$ cat src/rtl/seg7_pkg.sv
// seg7_pkg: shared segment patterns, converter state type and sizing helpers for seg7_mux_driver.
package seg7_pkg;
  typedef enum logic [1:0] {IDLE, SHIFT, COMMIT} cvt_state_t;
  localparam logic [6:0] SEG_BLANK = 7'b1111111;
  localparam logic [6:0] SEG_DASH = 7'b1111110;
  localparam logic [6:0] SEG_DIGITS [10] = '{
    7'b0000001, 7'b1001111, 7'b0010010, 7'b0000110, 7'b1001100,
    7'b0100100, 7'b0100000, 7'b0001111, 7'b0000000, 7'b0000100
  };
  function automatic logic [6:0] bcd_to_seg(input logic [3:0] nibble);
    return nibble > 4'd9 ? SEG_BLANK : SEG_DIGITS[nibble];
  endfunction
  // ceil(w*log10(2)) decimal digits plus one spare nibble for the add-3 headroom
  function automatic int bcd_nibbles(input int w);
    return (w * 30103 + 99999) / 100000 + 1;
  endfunction
endpackage

$ cat src/rtl/bin2bcd_seq.sv
// bin2bcd_seq: sequential double-dabble binary-to-BCD converter, one shift per clock.
module bin2bcd_seq
  import seg7_pkg::*;
#(
  parameter int DATA_W = 14,
  parameter int BCD_W = 4 * bcd_nibbles(DATA_W)
) (
  input  logic              clk,
  input  logic              rst,
  input  logic              start,
  input  logic [DATA_W-1:0] bin,
  output logic              busy,
  output logic              done,
  output logic [BCD_W-1:0]  bcd
);
  localparam int CW = $clog2(DATA_W + 1);
  cvt_state_t state, state_nx;
  logic [DATA_W-1:0] sr;
  logic [BCD_W-1:0] adj;
  logic [CW-1:0] cnt;
  always_ff @(posedge clk or posedge rst)
    if (rst) state <= IDLE;
    else state <= state_nx;
  always_comb
    state_nx = state == IDLE ? (start ? SHIFT : IDLE) :
               state == SHIFT ? (cnt == CW'(1) ? COMMIT : SHIFT) : IDLE;
  always_comb begin
    busy = state != IDLE;
    done = state == COMMIT;
  end
  always_comb begin
    adj = bcd;
    for (int i = 0; i < BCD_W / 4; i++)
      adj[4*i +: 4] = bcd[4*i +: 4] >= 4'd5 ? bcd[4*i +: 4] + 4'd3 : bcd[4*i +: 4];
  end
  always_ff @(posedge clk or posedge rst)
    if (rst) begin
      sr <= '0;
      bcd <= '0;
      cnt <= '0;
    end else if (state == IDLE && start) begin
      sr <= bin;
      bcd <= '0;
      cnt <= CW'(DATA_W);
    end else if (state == SHIFT) begin
      {bcd, sr} <= {adj, sr} << 1;
      cnt <= cnt - CW'(1);
    end
endmodule

$ cat src/rtl/seg7_mux_driver.sv
// seg7_mux_driver: binary value to multiplexed common-anode 7-segment display via sequential BCD.
// Build option LEADING_ZERO_BLANK_EN blanks digits above the most-significant nonzero digit.
module seg7_mux_driver
  import seg7_pkg::*;
#(
  parameter int NUM_DIGITS = 4,
  parameter int DATA_W = 14,
  parameter int REFRESH_DIV = 50000
) (
  input  logic                  clk,
  input  logic                  rst,
  input  logic [DATA_W-1:0]     value,
  input  logic                  load,
  output logic                  busy,
  output logic                  overflow,
  output logic [6:0]            seg,
  output logic [NUM_DIGITS-1:0] an
);
  localparam int NB = bcd_nibbles(DATA_W);
  localparam int DN = NB > NUM_DIGITS ? NB : NUM_DIGITS;
  localparam int PW = $clog2(REFRESH_DIV);
  localparam int IW = NUM_DIGITS > 1 ? $clog2(NUM_DIGITS) : 1;
  logic done, lz;
  logic [4*NB-1:0] bcd;
  logic [4*DN-1:0] bcd_ext;
  logic [4*NUM_DIGITS-1:0] disp;
  logic [PW-1:0] presc;
  logic [IW-1:0] idx;
  logic [6:0] seg_nx;
  bin2bcd_seq #(.DATA_W(DATA_W), .BCD_W(4 * NB)) u_cvt (
    .clk(clk), .rst(rst), .start(load), .bin(value),
    .busy(busy), .done(done), .bcd(bcd)
  );
  assign bcd_ext = (4*DN)'(bcd);
`ifdef LEADING_ZERO_BLANK_EN
  assign lz = idx != '0 && (disp >> (4 * idx)) == '0;
`else
  assign lz = 1'b0;
`endif
  always_comb
    seg_nx = overflow ? SEG_DASH : lz ? SEG_BLANK : bcd_to_seg(disp[4*idx +: 4]);
  always_ff @(posedge clk or posedge rst)
    if (rst) begin
      disp <= '0;
      overflow <= 1'b0;
    end else if (done) begin
      disp <= bcd_ext[4*NUM_DIGITS-1:0];
      overflow <= |(bcd_ext >> (4 * NUM_DIGITS));
    end
  // seg and an share one register stage so a digit and its enable change together
  always_ff @(posedge clk or posedge rst)
    if (rst) begin
      presc <= '0;
      idx <= '0;
      seg <= SEG_BLANK;
      an <= '1;
    end else begin
      presc <= presc == PW'(REFRESH_DIV - 1) ? '0 : presc + PW'(1);
      if (presc == PW'(REFRESH_DIV - 1))
        idx <= idx == IW'(NUM_DIGITS - 1) ? '0 : idx + IW'(1);
      seg <= seg_nx;
      an <= ~(NUM_DIGITS'(1) << idx);
    end
endmodule

$ cat config.mk
export PLATFORM = sky130hd
export DESIGN_NAME = seg7_mux_driver
export DESIGN_NICKNAME = d
export VERILOG_FILES = /design/src/rtl/seg7_pkg.sv /design/src/rtl/bin2bcd_seq.sv /design/src/rtl/seg7_mux_driver.sv
export SDC_FILE = /design/constraint.sdc
export NUM_CORES = 1
export LEC_CHECK = 0
export BUFFER_PORTS_ARGS = -buffer_cell sky130_fd_sc_hd__buf_2
export CAP_MARGIN = 15
export CORE_ASPECT_RATIO = 0.9
export CORE_MARGIN = 10
export CORE_UTILIZATION = 38
export DETAILED_ROUTE_END_ITERATION = 6
export PLACE_DENSITY = 0.58
export SLEW_MARGIN = 5
export SYNTH_ARGS = -nofsm -noshare
export SYNTH_HDL_FRONTEND = slang
export SYNTH_HIERARCHICAL = 1
export SYNTH_SLANG_ARGS = --single-unit
$ cat constraint.sdc
create_clock -name clk -period 4.9 [get_ports clk]
set_input_delay 0.735 -clock clk [delete_from_list [all_inputs] [get_ports clk]]
set_output_delay 0.735 -clock clk [all_outputs]
set_load 0.01 [all_outputs]
==> metrics.log <==
INFO  metric outcome = finished, final reports clean
INFO  metric cts_max_path_buffers = 2
INFO  metric dpl_worst_slack = 2.631 ns
INFO  metric highest_metal_layer_with_signal_wires = met4
INFO  metric tightest_slew = 1.044 ns
INFO  metric timing.critical_path.slowest_cell_delay = 0.60 ns
INFO  metric synth_top_cell_area_share = 41.95%
INFO  metric clock_insertion_delay_worst_skew = 0.34 ns
INFO  metric syn_area_per_cell = about 11 sq um
INFO  metric initial_utilization = about two fifths
INFO  metric final.min_clock_period = 2.260 ns
INFO  metric place_area = a little under 0.005 sq mm
INFO  metric max-slew-margin-rel = approximately 30%
INFO  metric drt-met1-wl = between 4 and 5 mm
INFO  metric worst_hold_path_type = reg2reg
INFO  metric row_count = 38
INFO  metric skew = approximately 0.0042 ns
INFO  metric detailedPlacementHpwl = around 6.3 mm
INFO  metric cts.hold.buffers_added = 0
INFO  metric synthTopCellsByArea = sky130_fd_sc_hd__dfrtp_1, sky130_fd_sc_hd__ha_1, sky130_fd_sc_hd__dfstp_2
INFO  metric seq_area_frac_synth = between 40% and 50%
INFO  metric detailroute.wirelength.met2 = between 4 and 5 mm
INFO  metric cts_setup_buffers = 0
INFO  metric hold_slack = between 0.4 and 0.5 ns
INFO  metric synth_cells = 430
INFO  metric end_kind = register
INFO  metric gp_routability_congestion = between 0.7 and 0.8
INFO  metric drc = 0
INFO  metric pwr_density_cell = 573.1 mW/mm^2
INFO  metric timing_hold_violations_final = 0
INFO  metric cp_max_fo = 9
INFO  metric floorplan.die.height = about 130 um
INFO  metric worstPathRequired = ~5.2 ns
INFO  metric grt_max_degree = 47
INFO  metric yosys_most_used_dff = sky130_fd_sc_hd__dfrtp_1
INFO  metric num_vias = 3,254
INFO  metric synth_warn = 6
INFO  metric fin_nets = between 400 and 500
INFO  metric finalInstanceArea = 0.005225 sq mm
INFO  metric design.core.area = around 0.012 sq mm
INFO  metric cp_cell_instances = mux4_2, inv_1, ha_1, nor2_1, o21ai_1, a21bo_1, a211o_1
INFO  metric setup_slack = about 2.6 ns
INFO  metric met3_length = roughly 470 um
INFO  metric route.detailed.wl_per_inst = between 15 and 20 um
INFO  metric final_layout_size_suffix_gt1_share = 21.40%
INFO  metric clk_root_buffer_cell = sky130_fd_sc_hd__clkbuf_16
INFO  metric cts_tree = yes
INFO  metric synth_fp_nets = approximately 470
INFO  metric die_area = approximately 0.017 sq mm
INFO  metric synth_common_cells = sky130_fd_sc_hd__dfrtp_1, sky130_fd_sc_hd__inv_1, sky130_fd_sc_hd__ha_1
INFO  metric min_delay_path_depth = 1
INFO  metric crit_path_start_kind = register
INFO  metric design.portCount = 30
INFO  metric drt_pass1_iterations = 4
INFO  metric syn2layout_area_growth = 10.89%
INFO  metric fp.dieW = between 100 and 150 um
INFO  metric post_route_fraction_of_the_period_consumed_by_the_critical_path = a little under half
INFO  metric max_freq = approximately 0.44 GHz
INFO  metric timing.critical_path.slowest_stage_cell = sky130_fd_sc_hd__mux4_2
INFO  metric antenna_found_initial = 0
INFO  metric power.static_leakage = ~2.3 nW
INFO  metric ant_nets = 0
INFO  metric yosys.area.top_type = sky130_fd_sc_hd__dfrtp_1
INFO  metric synth-edff-count = 0
INFO  metric synth.lib_cells_used.distinct = between 50 and 60
INFO  metric ctsHtreeMaxLevel = 3
INFO  metric cts_made_buffers = 9
INFO  metric global_route.overflow_total = 0
INFO  metric max-vdd-ir-drop = about 260 uV
INFO  metric violation_count_after_the_first_detailed_route_iteration = between 200 and 250
INFO  metric critical_path_class = reg2reg
INFO  metric grt_pass1_wl = around 16 mm
INFO  metric port_bufs = 29
INFO  metric antenna-diode-count = 0
INFO  metric post_drt_via_cell_ratio = 5.265
INFO  metric post-layout-total-power = roughly 3.0 mW
INFO  metric timing_max_transition_violations_final = 0
INFO  metric totalNegativeSetupSlack = 0 ns
INFO  metric setup_violations = 0
INFO  metric gr-usage-all-layers = between 10% and 20%
INFO  metric timing.critical_path.arrival = 2.53 ns
INFO  metric worstRegToRegCells = 7
INFO  metric cells_resized_by_post_cts_repair = 0
INFO  metric grt_setup_unrepaired = no
INFO  metric synthMostInstantiatedCell = sky130_fd_sc_hd__dfrtp_1
INFO  metric postSynthRegisterBits = 90
INFO  metric syn-cell-area = 0.004712 sq mm
INFO  metric via_count_of_the_first_global_routing_pass = 3,246
INFO  metric clkSlewWorstSetupHoldPaths = around 0.07 ns
INFO  metric routed_wirelength = ~9.5 mm
INFO  metric asyncSetResetFlopFracSynth = between 90% and 100%
INFO  metric clkSinkCount = 90
INFO  metric cap_violations = 0
## state kept, by name, indices dropped and copies added (netlist names)
name / cells
u_cvt/cnt: 4
an: 4
overflow: 1
idx: 2
u_cvt/bcd: 24
seg: 7
presc: 16
disp: 16
u_cvt/state: 2
u_cvt/sr: 14
## where the power goes
group	switching (mW)	internal [mW]
logic	0.630	0.518
registers	0.216	0.978
clock network	0.307	0.346
## cell type report
type | instances | area, sq um
multi-input combinational | 279 | 2157
inverter | 41 | 153.9
sequential | 90 | 2266
clock buffer | 9 | 225.2
clock inverter | 7 | 55.05
timing repair buffer | 32 | 167.7
fill | 1151 | 6852
tap | 160 | 200.2
## metal layers
metal / global-route usage [%] / vias to the layer above
met1: 15.46 / 1610
li1: - / 1584
met5: 0 / -
met2: 16.81 / 52
met4: 3.160 / 0
met3: 4.452 / 8
## stage by stage
step | util (%) | std cells
after floorplan | - | 430
after global placement | 40.94 | 602
after detailed placement | 40.94 | 602
after CTS | 43.27 | 618
after global routing | 43.27 | 618
final | 43.27 | 618
## critical path, delay by kind of cell, from the launching register on
kind	cells	cell delay (ns)
DFF	1	0.55
and+or+nand+nor	1	0.07
adders and majority gates	1	0.20
muxes	1	0.60
buffers and inverters	1	0.13
AOI/OAI and AO/OA	3	0.63
## path summary, 6_finish.rpt
kind,start,end,slack [ns]
worst max-delay path,idx[0]$_DFFE_PP0N_,seg[6]$_DFF_PP1_,2.64
worst min-delay path,presc[0]$_DFF_PP0_,presc[0]$_DFF_PP0_,0.48
worst max register to register,idx[0]$_DFFE_PP0N_,seg[6]$_DFF_PP1_,2.64
worst min register to register,presc[0]$_DFF_PP0_,presc[0]$_DFF_PP0_,0.48
max in group asynchronous,rst,disp[7]$_DFFE_PP0P_,3.68
min in group asynchronous,rst,u_cvt/sr[0]$_DFFE_PP0P_,0.55
## layout by cell type (no fill, tap or decap), types with 5 or more instances in the layout
master and count:
sky130_fd_sc_hd__xnor2_1 13, sky130_fd_sc_hd__o2111ai_1 7, sky130_fd_sc_hd__a22oi_1 14, sky130_fd_sc_hd__nand2_1 22, sky130_fd_sc_hd__o2111ai_2 5, sky130_fd_sc_hd__dfrtp_1 79, sky130_fd_sc_hd__mux2_2 18, sky130_fd_sc_hd__nand2b_1 6
sky130_fd_sc_hd__ha_1 24, sky130_fd_sc_hd__a32o_1 7, sky130_fd_sc_hd__nor4_1 5, sky130_fd_sc_hd__nor2_1 20, sky130_fd_sc_hd__o221ai_1 6, sky130_fd_sc_hd__o31ai_1 6, sky130_fd_sc_hd__a21oi_1 16, sky130_fd_sc_hd__o211ai_2 5
sky130_fd_sc_hd__clkbuf_16 9, sky130_fd_sc_hd__o21a_1 6, sky130_fd_sc_hd__o21ai_0 16, sky130_fd_sc_hd__buf_2 29, sky130_fd_sc_hd__inv_1 39, sky130_fd_sc_hd__dfstp_2 11, sky130_fd_sc_hd__o21ai_1 9, sky130_fd_sc_hd__clkinvlp_4 5
sky130_fd_sc_hd__xor2_1 5, sky130_fd_sc_hd__o32ai_1 5, sky130_fd_sc_hd__nor2b_1 19
## cells by family (layout without fill, tap and decap cells)
group / count (synthesis) / after routing / synth area share, %
AO/OA/AOI/OAI: 115 / 115 / 18.45
XOR/XNOR: 18 / 18 / 3.346
adder cells (fa/ha/maj): 24 / 24 / 6.373
buffers and inverters: 61 / 89 / 6.187
flip-flops: 90 / 90 / 48.09
multiplexers: 23 / 23 / 6.426
AND/OR/NAND/NOR: 99 / 99 / 11.13
(Power assumes the default switching activity.)
